[src/rtl/div_issue_collect.sv]
// Issue/collect wrapper for the 4-stage pipelined 16/8 divider: credit-based issue, tag pipe, show-ahead result FIFO.
// Optional macro DIVQ_OVF_DETECT_EN adds the quotient-overflow flag to each result.
module div_issue_collect #(
   parameter int unsigned LATENCY = 4,
   parameter int unsigned DEPTH   = 8,
   parameter int unsigned AW      = 3
) (
   input  logic          clk,
   input  logic          rst_n,
   input  logic          in_valid,
   output logic          in_ready,
   input  logic [15:0]   in_a,
   input  logic [7:0]    in_b,
   output logic [15:0]   div_a,
   output logic [7:0]    div_b,
   input  logic [7:0]    div_q,
   output logic          out_valid,
   input  logic          out_ready,
   output logic [7:0]    out_q,
   output logic          out_dz,
   output logic          out_ovf,
   output logic [AW:0]   inflight,
   output logic          busy
);

   localparam int unsigned CW = AW + 2;

   logic               fire_in;
   logic               push;
   logic               pop;
   logic               push_dz;
   logic [7:0]         push_q;
   logic [LATENCY-1:0] v_pipe;
   logic [LATENCY-1:0] dz_pipe;
   logic [AW-1:0]      wr_ptr;
   logic [AW-1:0]      rd_ptr;
   logic [AW-1:0]      rd_next;
   logic [AW:0]        count;
   logic [AW:0]        count_next;
   logic [AW:0]        inflight_next;
   logic               head_from_push;
   logic [7:0]         mem_q  [DEPTH];
   logic               mem_dz [DEPTH];

   // Credit: every accepted op already owns a FIFO slot, so the non-stallable divider never overflows it
   assign in_ready = rst_n & ((CW'(count) + CW'(inflight)) < CW'(DEPTH));
   assign fire_in  = in_valid & in_ready;
   assign div_a    = fire_in ? in_a : 16'h0;
   assign div_b    = fire_in ? in_b : 8'h0;

   assign push    = v_pipe[LATENCY-1];
   assign push_dz = dz_pipe[LATENCY-1];
   assign push_q  = push_dz ? 8'hFF : div_q;
   assign pop     = out_valid & out_ready;

   always_comb begin
      rd_next        = rd_ptr + AW'(pop);
      count_next     = count + (AW+1)'(push) - (AW+1)'(pop);
      inflight_next  = inflight + (AW+1)'(fire_in) - (AW+1)'(push);
      // FIFO drains to nothing this edge, so the new head is the entry being pushed
      head_from_push = (count == (AW+1)'(pop));
   end

   always_ff @(posedge clk) begin
      if (!rst_n) begin
         v_pipe    <= '0;
         dz_pipe   <= '0;
         wr_ptr    <= '0;
         rd_ptr    <= '0;
         count     <= '0;
         inflight  <= '0;
         out_valid <= 1'b0;
         out_q     <= 8'h0;
         out_dz    <= 1'b0;
         busy      <= 1'b0;
      end else begin
         v_pipe    <= {v_pipe[LATENCY-2:0], fire_in};
         dz_pipe   <= {dz_pipe[LATENCY-2:0], fire_in & (in_b == 8'h0)};
         if (push)
            wr_ptr <= wr_ptr + AW'(1);
         rd_ptr    <= rd_next;
         count     <= count_next;
         inflight  <= inflight_next;
         out_valid <= (count_next != '0);
         busy      <= (count_next != '0) | (inflight_next != '0);
         if (count_next != '0) begin
            out_q  <= head_from_push ? push_q  : mem_q[rd_next];
            out_dz <= head_from_push ? push_dz : mem_dz[rd_next];
         end
      end
   end

   always_ff @(posedge clk) begin
      if (push) begin
         mem_q[wr_ptr]  <= push_q;
         mem_dz[wr_ptr] <= push_dz;
      end
   end

`ifdef DIVQ_OVF_DETECT_EN
   logic               ovf_calc;
   logic [LATENCY-1:0] ovf_pipe;
   logic               mem_ovf [DEPTH];

   // Quotient exceeds 8 bits exactly when the dividend's high byte is not below the divisor
   assign ovf_calc = (in_b != 8'h0) & (in_a[15:8] >= in_b);

   always_ff @(posedge clk) begin
      if (!rst_n) begin
         ovf_pipe <= '0;
         out_ovf  <= 1'b0;
      end else begin
         ovf_pipe <= {ovf_pipe[LATENCY-2:0], fire_in & ovf_calc};
         if (count_next != '0)
            out_ovf <= head_from_push ? ovf_pipe[LATENCY-1] : mem_ovf[rd_next];
      end
   end

   always_ff @(posedge clk) begin
      if (push)
         mem_ovf[wr_ptr] <= ovf_pipe[LATENCY-1];
   end
`else
   assign out_ovf = 1'b0;
`endif

   always_ff @(posedge clk) begin
      if (rst_n)
         assert (!(push && (count == (AW+1)'(DEPTH))));
   end

endmodule

[config.mk]
export PLATFORM = sky130hd
export DESIGN_NAME = div_issue_collect
export DESIGN_NICKNAME = d
export VERILOG_FILES = /design/src/rtl/div_issue_collect.sv
export SDC_FILE = /design/constraint.sdc
export NUM_CORES = 1
export LEC_CHECK = 0
export CORE_ASPECT_RATIO = 2
export CORE_MARGIN = 2
export CORE_UTILIZATION = 40
export CTS_BUF_LIST = sky130_fd_sc_hd__clkbuf_8
export DETAILED_ROUTE_END_ITERATION = 6
export PLACE_DENSITY = 0.65
export SLEW_MARGIN = 20
export SYNTH_ARGS = -nofsm -noshare
export SYNTH_HDL_FRONTEND = slang
export SYNTH_SLANG_ARGS = --single-unit
[constraint.sdc]
create_clock -name clk -period 3.9 [get_ports clk]
set_input_delay 0.78 -clock clk [delete_from_list [all_inputs] [get_ports clk]]
set_output_delay 0.78 -clock clk [all_outputs]
set_load 0.02 [all_outputs]
==> reports/summary.md, run 1 <==
The number of levels in the clock H-tree was 3; the final net count was 465. The number of nets in the synthesized netlist is 383. On the final layout, the worst hold slack is 0.4469 ns. The share of Yosys cell area claimed by the top area cell type is 47.39%. The final design area excluding fillers was 5718 um2.

For this configuration, the core starts out at a cell density of 40.67%. Setup repair after global routing left no endpoint under its margin. Fill cells in the final layout number 990. For the number of antenna-violating nets in the routed design, the log shows 0. The tree is rooted in a clkbuf_8.

No sink is reached through more buffers than the 2 on the longest clock path. The number of hold buffers added after CTS was 0. The total via count in the routed design came out at 2821.

The count of pins over their slew limit was 0; the gate count after technology mapping was 330. At the pin with the least slew margin, the transition time is 0.9380 ns. Count of unresolved DRC violations after routing: 0. For the maximum resistive drop on vdd, the log shows 332.0 uV.

STA classifies the critical path startpoint as a register. During I/O placement, the number of pins put on the boundary was 77. Clock-pin slew was measured on the worst setup and hold paths at 0.09 ns. Setup fix buffers added after clock tree synthesis: 0. Once detailed placement completed, the half-perimeter wirelength came to 7521 um. The worst setup path is of the reg -> out kind. The worst hold path begins at v_pipe[1]. The tightest min-delay check is of the reg -> reg type.

The run finished with clean final reports. Cells with a size suffix above 1 make up 10.79% of the layout. Leakage power summed over all cells: 2.091 nW. In this run the tightest slew margin relative to its limit is 37.13%.

Data on the critical path is required at its endpoint by 3.12 ns. The kind of end point of the critical path was an output port. Relative to the synthesized area, the layout overhead comes to 25.34%.

The core occupancy in the finished layout is 50.98%, and the total clock buffers created by CTS is 9. For the post-cts repair resize count, the log shows 0. The async set-reset flop share out of synthesis works out to 0%. For the placed instance area, the log shows 5497 um2.

The path with the worst hold slack has its endpoint at v_pipe[2]. Counting distinct cell types in the post-synthesis netlist gives 42. For the area of the placeable core, the log shows 11220 um2. In the routed layout, each cell is associated on average with a via count of 5.047. By area the synthesized netlist is led by edfxtp_1 (47%), dfxtp_1 (14%), mux4_1 (5.2%). The worst clock skew is 0.01337 ns. The critical-path maximum fanout came out at 26.

TritonCTS built the clock tree. The final standard cell count with taps included and fillers excluded was 559; the power density over the cells was 566.1 nW/um2. OpenSTA, run right after detailed placement, puts the worst setup slack at 0.1521 ns. In the post-route analysis, the smallest setup slack over all paths is 0.2946 ns. The share of the Yosys chip area taken by registers is 61.88%. Post-placement cell count: 543.

Leaving out fill and tap cells, the most frequent cell in the layout is clkdlybuf4s50_1. Final critical path time including I/O delays and setup: 3.605 ns. The number of global-route vias before repair is 2984. Clock latency on the worst-skew pair, taken at its later pin, is 0.36 ns. The die is 155.0 um tall. After detailed routing, the total wire length is 9682 um. Port buffering added 75 buffers. The logs give 0 for the number of antenna violations at the first check in global routing and 0.8061 for the final RePlAce weighted congestion. Before antenna repair, the detailed router went through 4 iterations. After synthesis the netlist holds a flip-flop and latch count of 105.

The number of enable-type register cells in the synthesized netlist was 72. The clock drives 105 sinks. Primary flip-flop cell chosen by synthesis mapping: edfxtp_1. The largest total area in the synthesized netlist belongs to edfxtp_1.

The die is 79.52 um wide. The setup check on the worst reg-to-reg path leaves a slack of 0.59 ns. The tool flagged a number of max-cap violations equal to 0. Measured in cells, the most critical reg-to-reg path has a length of 15. The number of warnings reported in the yosys synthesis log came out at 0. The cell depth of the worst min-delay path came out at 1. Reg-to-reg endpoint: busy.

The first global-routing pass estimated 15150 um of wire. Count of final hold-check violations: 0. The logs give 2.83 ns for the arrival time at the worst endpoint and 0 for the residual overflow from global routing. The worst register-to-register path begins at inflight[1]. The design draws 3.237 mW. The routed length per instance was 17.32 um; the number of placement rows was 55. Based on the critical path, the design can be clocked at up to 0.2774 GHz.

Entering global routing, the biggest net connects 28 pins. A synthesized cell averages 13.82 um2. In this run the cell area of the synthesized design comes to 4562 um2. The share of the cycle needed by the critical path after routing is 92.45%, and the initial detailed-routing violation count is 189. Leaving out fill and tap cells, the most frequent cells in the layout are clkdlybuf4s50_1 (75), edfxtp_1 (72), dfxtp_1 (33). Adding up every negative setup slack in the final design gives 0 ns. Global routing consumed, over all layers together, 16.72% of the routing resources. The final number of setup-violating endpoints was 0; the number of antenna diodes was 0. The area enclosed by the die boundary is 12330 um2.
==> final cells by class <==
cell class	count	area, um2	area share (%)
clock buffer	10	137.6	2.407
clock inverter	6	83.83	1.466
inverter	24	90.09	1.575
multi-input combinational	189	1583	27.68
sequential	105	2823	49.37
tap	142	177.7	3.107
timing repair buffer	83	823.3	14.40
==> layer usage <==
layer  vias to the layer above  part of all wire [%]  global-route usage, %
li1                       1378                     -                      -
met1                      1345                    35                  16.14
met2                        85                    59                  32.45
met3                        13                   4.2                  3.886
met4                         0                   2.1                  6.979
met5                         -                     0                      0
==> critical path, cell delays in order, from the launching register on <==
cell and delay [ns]:
dfxtp_1 0.46, ha_1 0.27, a31o_2 0.25, a211o_1 0.32, nor3_2 0.19, buf_12 0.18
and3_1 0.18, clkdlybuf4s50_1 0.61
==> Yosys cell counts, types with 7 or more instances <==
cell type	instances
ha_1	15
mux2i_1	11
and2_1	15
or2_2	9
o32ai_2	9
edfxtp_1	72
a32oi_1	8
o21ai_1	8
and3_1	25
mux4_1	9
nor2_1	22
nand2_1	23
inv_1	23
xnor2_1	7
dfxtp_1	33
==> cell families after synthesis <==
logic type	Yosys count	synth area share, %
flops	105	61.88
compound gates	34	7.021
other cells	1	0.08220
simple gates	108	12.64
fa+ha+maj	17	4.992
mux	20	7.598
buf+inv	36	3.648
xor+xnor	9	2.139
==> worst max-delay path by stage <==
| stage | startpoint | endpoint | slack [ns] |
|---|---|---|---|
| final | inflight[1] | div_b[1] | 0.29 |
| after global routing | inflight[1] | div_b[1] | 0.14 |
| after CTS | inflight[1] | div_b[1] | 0.24 |
| after detailed placement | out_ready | out_q[2] | 0.15 |
| after global placement | out_ready | out_q[4] | 0.35 |
| after floorplan | inflight[1] | busy | 0.78 |
==> flip-flops by register name, indices dropped and copies added (netlist names), 3 cells and up <==
signal    flops
wr_ptr        3
dz_pipe       4
rd_ptr        3
mem_dz        8
mem_q        64
v_pipe        4
count         4
out_q         8
inflight      4
==> power breakdown <==
part	internal [mW]	leakage, nW	switching, mW
clock	0.376	0.115	0.349
combinational	0.563	1.07	0.609
sequential	1.28	0.902	0.0626
No activity file was read; power rests on OpenSTA's default activity.
==> run 2: changes to the inputs <==
--- a/config.mk
+++ b/config.mk
@@ -5,11 +5,11 @@
 export SDC_FILE = /design/constraint.sdc
 export NUM_CORES = 1
 export LEC_CHECK = 0
-export CORE_ASPECT_RATIO = 2
-export CORE_MARGIN = 2
+export CORE_MARGIN = 4
 export CORE_UTILIZATION = 40
 export CTS_BUF_LIST = sky130_fd_sc_hd__clkbuf_8
 export DETAILED_ROUTE_END_ITERATION = 6
+export GPL_ROUTABILITY_DRIVEN = 0
 export PLACE_DENSITY = 0.65
 export SLEW_MARGIN = 20
 export SYNTH_ARGS = -nofsm -noshare
==> run 2 against run 1 <==
  * Sequential cell count unchanged
  * Total power down 2.7%
  * Utilization up 0.74 points
  * Via count up 0.64%
  * Non-clock buffer count up 2
  * Final cell count unchanged
  * Clock skew up 0.0017 ns
  * Cell area down 0.66%
  * Hold slack worse by 0.020 ns
  * Sequential power about the same
  * Global-route usage down 1.6 points
  * Largest cell class unchanged
==> reports/summary.md, run 2 (synthesis results as in run 1) <==
The tools report the final standard cell count with taps included and fillers excluded as 559 (unchanged). The area enclosed by the die boundary was 13180 um2 (+6.9%); the routed wire length was 9476 um (-2.1%). The die span in y was 114.8 um (-26%).

The logs give 2 (unchanged) for the maximum clock path buffer count and 38 (-31%) for the number of placement rows. The count of port buffers added during placement is 75 (unchanged), and the number of levels in the clock H-tree is 3 (unchanged). The final critical path time including I/O delays and setup was 3.663 ns (+0.05785 ns). The critical path class was reg -> out.

The power density over the cells is 554.4 nW/um2 (-2.1%). The half-perimeter wire length after detailed placement is 6771 um (-10%), and the total negative setup slack is 0 ns (unchanged). For the detailed-routing iteration count for the pre-antenna-repair pass, the log shows 4 (unchanged).

The largest registers in the layout are mem_q x64, mem_dz x8, out_q x8. The logs give 0 (unchanged) for the residual overflow from global routing and 0.1937 ns (+0.04154 ns) for the pre-CTS worst setup slack. For the total of fill cells in the finished design, the log shows 956 (-3.4%).

The run gives 0 (unchanged) as the count of pins over their slew limit. The internal power consumption is 2.121 mW (-4.3%). The average via count per standard cell is 5.079 (+0.64%). The min-delay analysis places its worst path in the category reg -> reg.

The global-route wire length before repair was 15180 um (+0.18%); the number of flip-flops in the largest register was 64 (unchanged). The tools report the number of global-route vias before repair as 2908 (-2.5%). The cell count of the worst reg-to-reg path is 14 (-1). Leaving out fill and tap cells, the most frequent cell in the layout is clkdlybuf4s50_1. The logs give 77 (unchanged) for the I/O pin count and 41.54% (+0.87 points) for the starting density of the core. The combinational group share of total power came out at 36.9% (+0.7 points). The required time of the worst setup path was 3.12 ns (about the same); the routed length per instance was 16.95 um (-2.1%). Proportion of power drawn by flip-flops and latches: 42.5% (+1.1 points). Part of the power in the clock network: 20.6% (-1.8 points).

The placed instance area came out at 5487 um2 (-0.18%). The run gives 2839 (+0.64%) as the total via count in the routed design. The final number of setup-violating endpoints is 0 (unchanged). For the clock sink count, the log shows 105 (unchanged). Setup repair after global routing left no endpoint under its margin.

TritonCTS built the clock tree. The run gives 3.149 mW (-2.7%) as the overall power consumption. The arrival time at the worst endpoint is 2.88 ns (+0.05 ns). The clock latency of the later-clocked register in the worst-skew pair was 0.37 ns (about the same).

Type of element launching the critical path: a register. The peak clock frequency supported by timing is 0.2730 GHz (-1.6%). The overall global routing resource usage is 15.08% (-1.6 points), and the initial detailed-routing violation count is 135 (-29%). The logs give 0 (unchanged) for the setup fix buffers added after clock tree synthesis and 28 (unchanged) for the largest net degree at the start of global routing. The final design area excluding fillers is 5680 um2 (-0.66%), and the maximum resistive drop on vdd is 249.8 uV (-25%). The number of antenna violations at the first check in global routing is 0 (unchanged).

The critical-path maximum fanout came out at 11 (-58%). The cell depth of the worst min-delay path was 1 (unchanged); the total clock buffers created by CTS was 9 (unchanged). Kind of end point of the critical path: an output port. The share of the cycle needed by the critical path after routing works out to 93.93% (+1.5 points). The cell sitting at the root of the clock tree is a clkbuf_8. The register with the most flip-flops in the final layout is mem_q.

Worst path setup slack after routing: 0.2367 ns (-0.05785 ns). The area of the placeable core is 10980 um2 (-2.1%). The run finished with clean final reports. The worst hold slack after final layout came out at 0.4273 ns (-0.01958 ns). The post-placement cell count was 543 (unchanged). The max-cap violation count came out at 0 (unchanged). Growth of design area from synthesis to finish: 24.52%. The number of antenna-violating nets in the routed design is 0 (unchanged).

The clock slew at the register clock pins of the worst setup and hold paths is 0.09 ns (about the same), and the leakage power summed over all cells is 2.082 nW (-0.43%). The run gives 51.72% (+0.74 points) as the core occupancy in the finished layout. The transition time at the pin with the least slew margin works out to 0.8734 ns (-0.06458 ns).

The tools report the worst clock skew as 0.01508 ns (+0.001711 ns). The run gives 0 (unchanged) as the count of unresolved DRC violations after routing. The layout cell share with drive strength beyond 1 is 10.50% (-0.29 points). The count of final hold-check violations is 0 (unchanged), and the switching power as a share of total power is 32.64% (+1.1 points). The headroom to the max-slew limit is 41.56% (+4.4 points).

For the reported net switching power, the log shows 1.028 mW (+0.67%). The final net count was 467 (+0.43%); the die outline width was 114.8 um (+44%). The tools report the number of antenna diodes as 0 (unchanged). The library cells used most frequently in the layout, excluding fill and tap cells, are clkdlybuf4s50_1 (75), edfxtp_1 (72), dfxtp_1 (33).
==> run 2: worst max-delay path, cell delays in order, from the launching register on <==
cell and delay, ns:
dfxtp_1 0.47, ha_1 0.27, a31o_2 0.24, a211o_1 0.32
nor3_4 0.22, buf_4 0.21, and3_1 0.16, clkdlybuf4s50_1 0.62
==> run 2: power groups by stage <==
stage | Clock, mW | Combinational (mW) | Sequential (mW)
after floorplan | 0 | 0.697 | 1.42
after global placement | 0 | 1.14 | 1.36
after detailed placement | 0 | 1.17 | 1.36
after CTS | 0.670 | 1.17 | 1.34
after global routing | 0.711 | 1.27 | 1.35
final | 0.648 | 1.16 | 1.34
==> run 2: cell type report <==
type                            count  area, um2  area share (%)
Tap cell                          140      175.2           3.084
Inverter                           24      90.09           1.586
Multi-Input combinational cell    189       1579           27.80
Sequential cell                   105       2823           49.69
Clock buffer                        9      123.9           2.181
Clock inverter                      7      63.81           1.123
Timing Repair Buffer               85      825.8           14.54
==> run 2: worst paths after layout <==
check | start | end | slack, ns
max | inflight[1] | div_a[9] | 0.24
min | v_pipe[2] | v_pipe[3] | 0.43
max reg2reg | inflight[1] | busy | 0.65
min reg2reg | v_pipe[2] | v_pipe[3] | 0.43
==> run 2: repair_timing <==
| action | 4_1_cts | 5_1_grt |
|---|---|---|
| gates resized for setup | 0 | 1 |
| hold buffers | 0 | 0 |
| setup endpoints to repair | 0 | 7 |
==> run 2: per-layer routing <==
metal,GRT usage (%),vias to the layer above,wire (um)
met2,24.80,58,4750
li1,-,1377,-
met4,7.433,0,214
met5,0,-,0
met1,19.58,1391,4175
met3,2.263,13,335
==> run 3: changes to the inputs <==
--- a/config.mk
+++ b/config.mk
@@ -5,12 +5,14 @@
 export SDC_FILE = /design/constraint.sdc
 export NUM_CORES = 1
 export LEC_CHECK = 0
+export CELL_PAD_IN_SITES_DETAIL_PLACEMENT = 0
+export CELL_PAD_IN_SITES_GLOBAL_PLACEMENT = 1
 export CORE_MARGIN = 4
 export CORE_UTILIZATION = 40
 export CTS_BUF_LIST = sky130_fd_sc_hd__clkbuf_8
 export DETAILED_ROUTE_END_ITERATION = 6
 export GPL_ROUTABILITY_DRIVEN = 0
-export PLACE_DENSITY = 0.65
+export PLACE_DENSITY = 0.76
 export SLEW_MARGIN = 20
 export SYNTH_ARGS = -nofsm -noshare
 export SYNTH_HDL_FRONTEND = slang
==> run 3 against run 2 <==
  * Cell area grew 0.48%
  * Sequential cell count did not move
  * Hold slack better by 0.011 ns
  * Utilization increased by 0.25 points
  * Wire length fell by 1.7%
  * Final cell count fell by 0.36%
  * Non-clock buffer count is 2 lower
  * Via count decreased by 1.3%
  * Global-route usage decreased by 0.10 points
  * Die area is the same
==> reports/summary.md, run 3 (synthesis results as in run 1) <==
The routed wire length was 9315 um (-1.7%); the half-perimeter wire length after detailed placement was 6664 um (-1.6%). The share of the cycle needed by the critical path after routing came out at 93.73% (-0.20 points). The logs give 0.2736 GHz (+0.22%) for the peak clock frequency supported by timing and 13180 um2 (unchanged) for the area enclosed by the die boundary. The count of port buffers added during placement is 75 (unchanged), and the total via count in the routed design is 2803 (-1.3%).

The run gives 15120 um (-0.42%) as the global-route wire length before repair. The die span in y was 114.8 um (unchanged); the clock latency of the later-clocked register in the worst-skew pair was 0.37 ns (about the same). Required time of the worst setup path: 3.12 ns (about the same). The run gives 270.4 uV (+8.2%) as the maximum resistive drop on vdd. The leakage power summed over all cells is 2.088 nW (+0.27%), and the clock sink count is 105 (unchanged). For the pre-CTS worst setup slack, the log shows 0.2373 ns (+0.04362 ns). Setup repair after global routing left no endpoint under its margin. The tools report the final number of setup-violating endpoints as 0 (unchanged). Post-cts repair resize count: 0 (unchanged). The die outline width was 114.8 um (unchanged). The residual overflow from global routing was 0 (unchanged). The clock root buffer was clkbuf_8. The core occupancy in the finished layout was 51.97% (+0.25 points). The tools report the initial detailed-routing violation count as 171 (+27%).

In the layout the commonest cells are clkdlybuf4s50_1 (75), edfxtp_1 (72), dfxtp_1 (33). The number of antenna-violating nets in the routed design is 0 (unchanged), and the average via count per standard cell is 5.032 (-0.91%). The power density over the cells is 569.2 nW/um2 (+2.7%), and the total negative setup slack is 0 ns (unchanged). The I/O pin count is 77 (unchanged). The max-cap violation count came out at 0 (unchanged).

The headroom to the max-slew limit was 38.77% (-2.8 points). The total clock buffers created by CTS was 9 (unchanged). Most common cell after layout, fill and taps aside: clkdlybuf4s50_1. The logs give 41.54% (unchanged) for the starting density of the core and 0 (unchanged) for the count of pins over their slew limit.

The maximum clock path buffer count was 2 (unchanged); the quantity of hold-fixing buffers added after cts was 0 (unchanged). Final critical path time including I/O delays and setup: 3.655 ns (-0.007909 ns). The largest net degree at the start of global routing was 28 (unchanged). Number of global-route vias before repair: 2858 (-1.7%). The worst hold slack after final layout is 0.4388 ns (+0.01149 ns), and the number of flip-flops in the largest register is 64 (unchanged). Setup fix buffers added after clock tree synthesis: 0 (unchanged). The critical path class was reg -> out. The detailed-routing iteration count for the pre-antenna-repair pass came out at 4 (unchanged). The worst clock skew was 0.009864 ns (-0.005218 ns); the clock slew at the register clock pins of the worst setup and hold paths was 0.10 ns (about the same). The transition time at the pin with the least slew margin is 0.9135 ns (+0.04011 ns), and the count of final hold-check violations is 0 (unchanged). The layout cell share with drive strength beyond 1 works out to 11.03% (+0.53 points). In the final layout, the registers with the most flip-flops are mem_q x64, mem_dz x8, out_q x8. The logs give 465 (-0.43%) for the final net count and 0 (unchanged) for the number of antenna violations at the first check in global routing. For the area of the placeable core, the log shows 10980 um2 (unchanged). The register with the most flip-flops in the final layout is mem_q. STA classifies the critical path startpoint as a register.

Number of levels in the clock H-tree: 3 (unchanged). The routed length per instance is 16.72 um (-1.3%). The path class of the tightest hold or removal check is reg -> reg. The worst setup path is captured at an output port. TritonCTS built the clock tree. The run gives 0 (unchanged) as the number of antenna diodes.

The count of unresolved DRC violations after routing was 0 (unchanged); the arrival time at the worst endpoint was 2.88 ns (about the same). The critical-path maximum fanout came out at 25 (+14). The flow ran to the end, and the final reports show no timing, DRC or antenna violations. The tools report the overall global routing resource usage as 14.98% (-0.10 points). The worst path setup slack after routing was 0.2446 ns (+0.007909 ns); the growth of design area from synthesis to finish was 25.12%. The run gives 38 (unchanged) as the number of placement rows.
==> run 3: cell type report <==
cell class / instances / area [um2]
Fill cell: 921 / 5275
Sequential cell: 105 / 2823
Multi-Input combinational cell: 189 / 1583
Timing Repair Buffer: 83 / 810.8
Tap cell: 140 / 175.2
Clock buffer: 9 / 123.9
Clock inverter: 7 / 102.6
Inverter: 24 / 90.09
==> run 3: metal layers <==
metal  up-vias  share of wire [%]  global-route usage, %  wire length [um]
li1       1380                  -                      -                 -
met1      1353                 46                  20.49              4268
met2        58                 47                  23.55              4390
met3        12                5.4                  3.316               499
met4         0                1.7                  5.634               157
met5         -                  0                      0                 0
==> run 3: path summary, 6_finish.rpt <==
kind          startpoint         to  slack, ns  depth (start not counted)
max          inflight[1]   div_a[9]       0.24                          7
max reg2reg  inflight[1]       busy       0.80                         14
min            v_pipe[2]  v_pipe[3]       0.44                          1
min reg2reg    v_pipe[2]  v_pipe[3]       0.44                          1
==> run 3: worst max-delay path: stages (launching register included) <==
cell	delay, ns
dfxtp_1	0.47
ha_1	0.28
a31o_2	0.24
a211o_1	0.31
nor3_2	0.14
buf_4	0.26
and3_1	0.18
clkdlybuf4s50_1	0.62
==> run 3: through the flow <==
step / area (um2) / power, mW / instances
CTS: 5708 / 3.279 / 557
detailed placement: 5482 / 2.539 / 541
finish: 5708 / 3.249 / 557
global placement: 5482 / 2.524 / 541
floorplan: 4562 / 2.114 / 330
global route: 5708 / 3.422 / 557
==> run 3: power breakdown <==
group	leakage [nW]	total [mW]	switching [mW]	internal (mW)
sequential	0.902	1.34	0.0599	1.28
clock	0.115	0.750	0.379	0.371
combinational	1.07	1.16	0.610	0.553
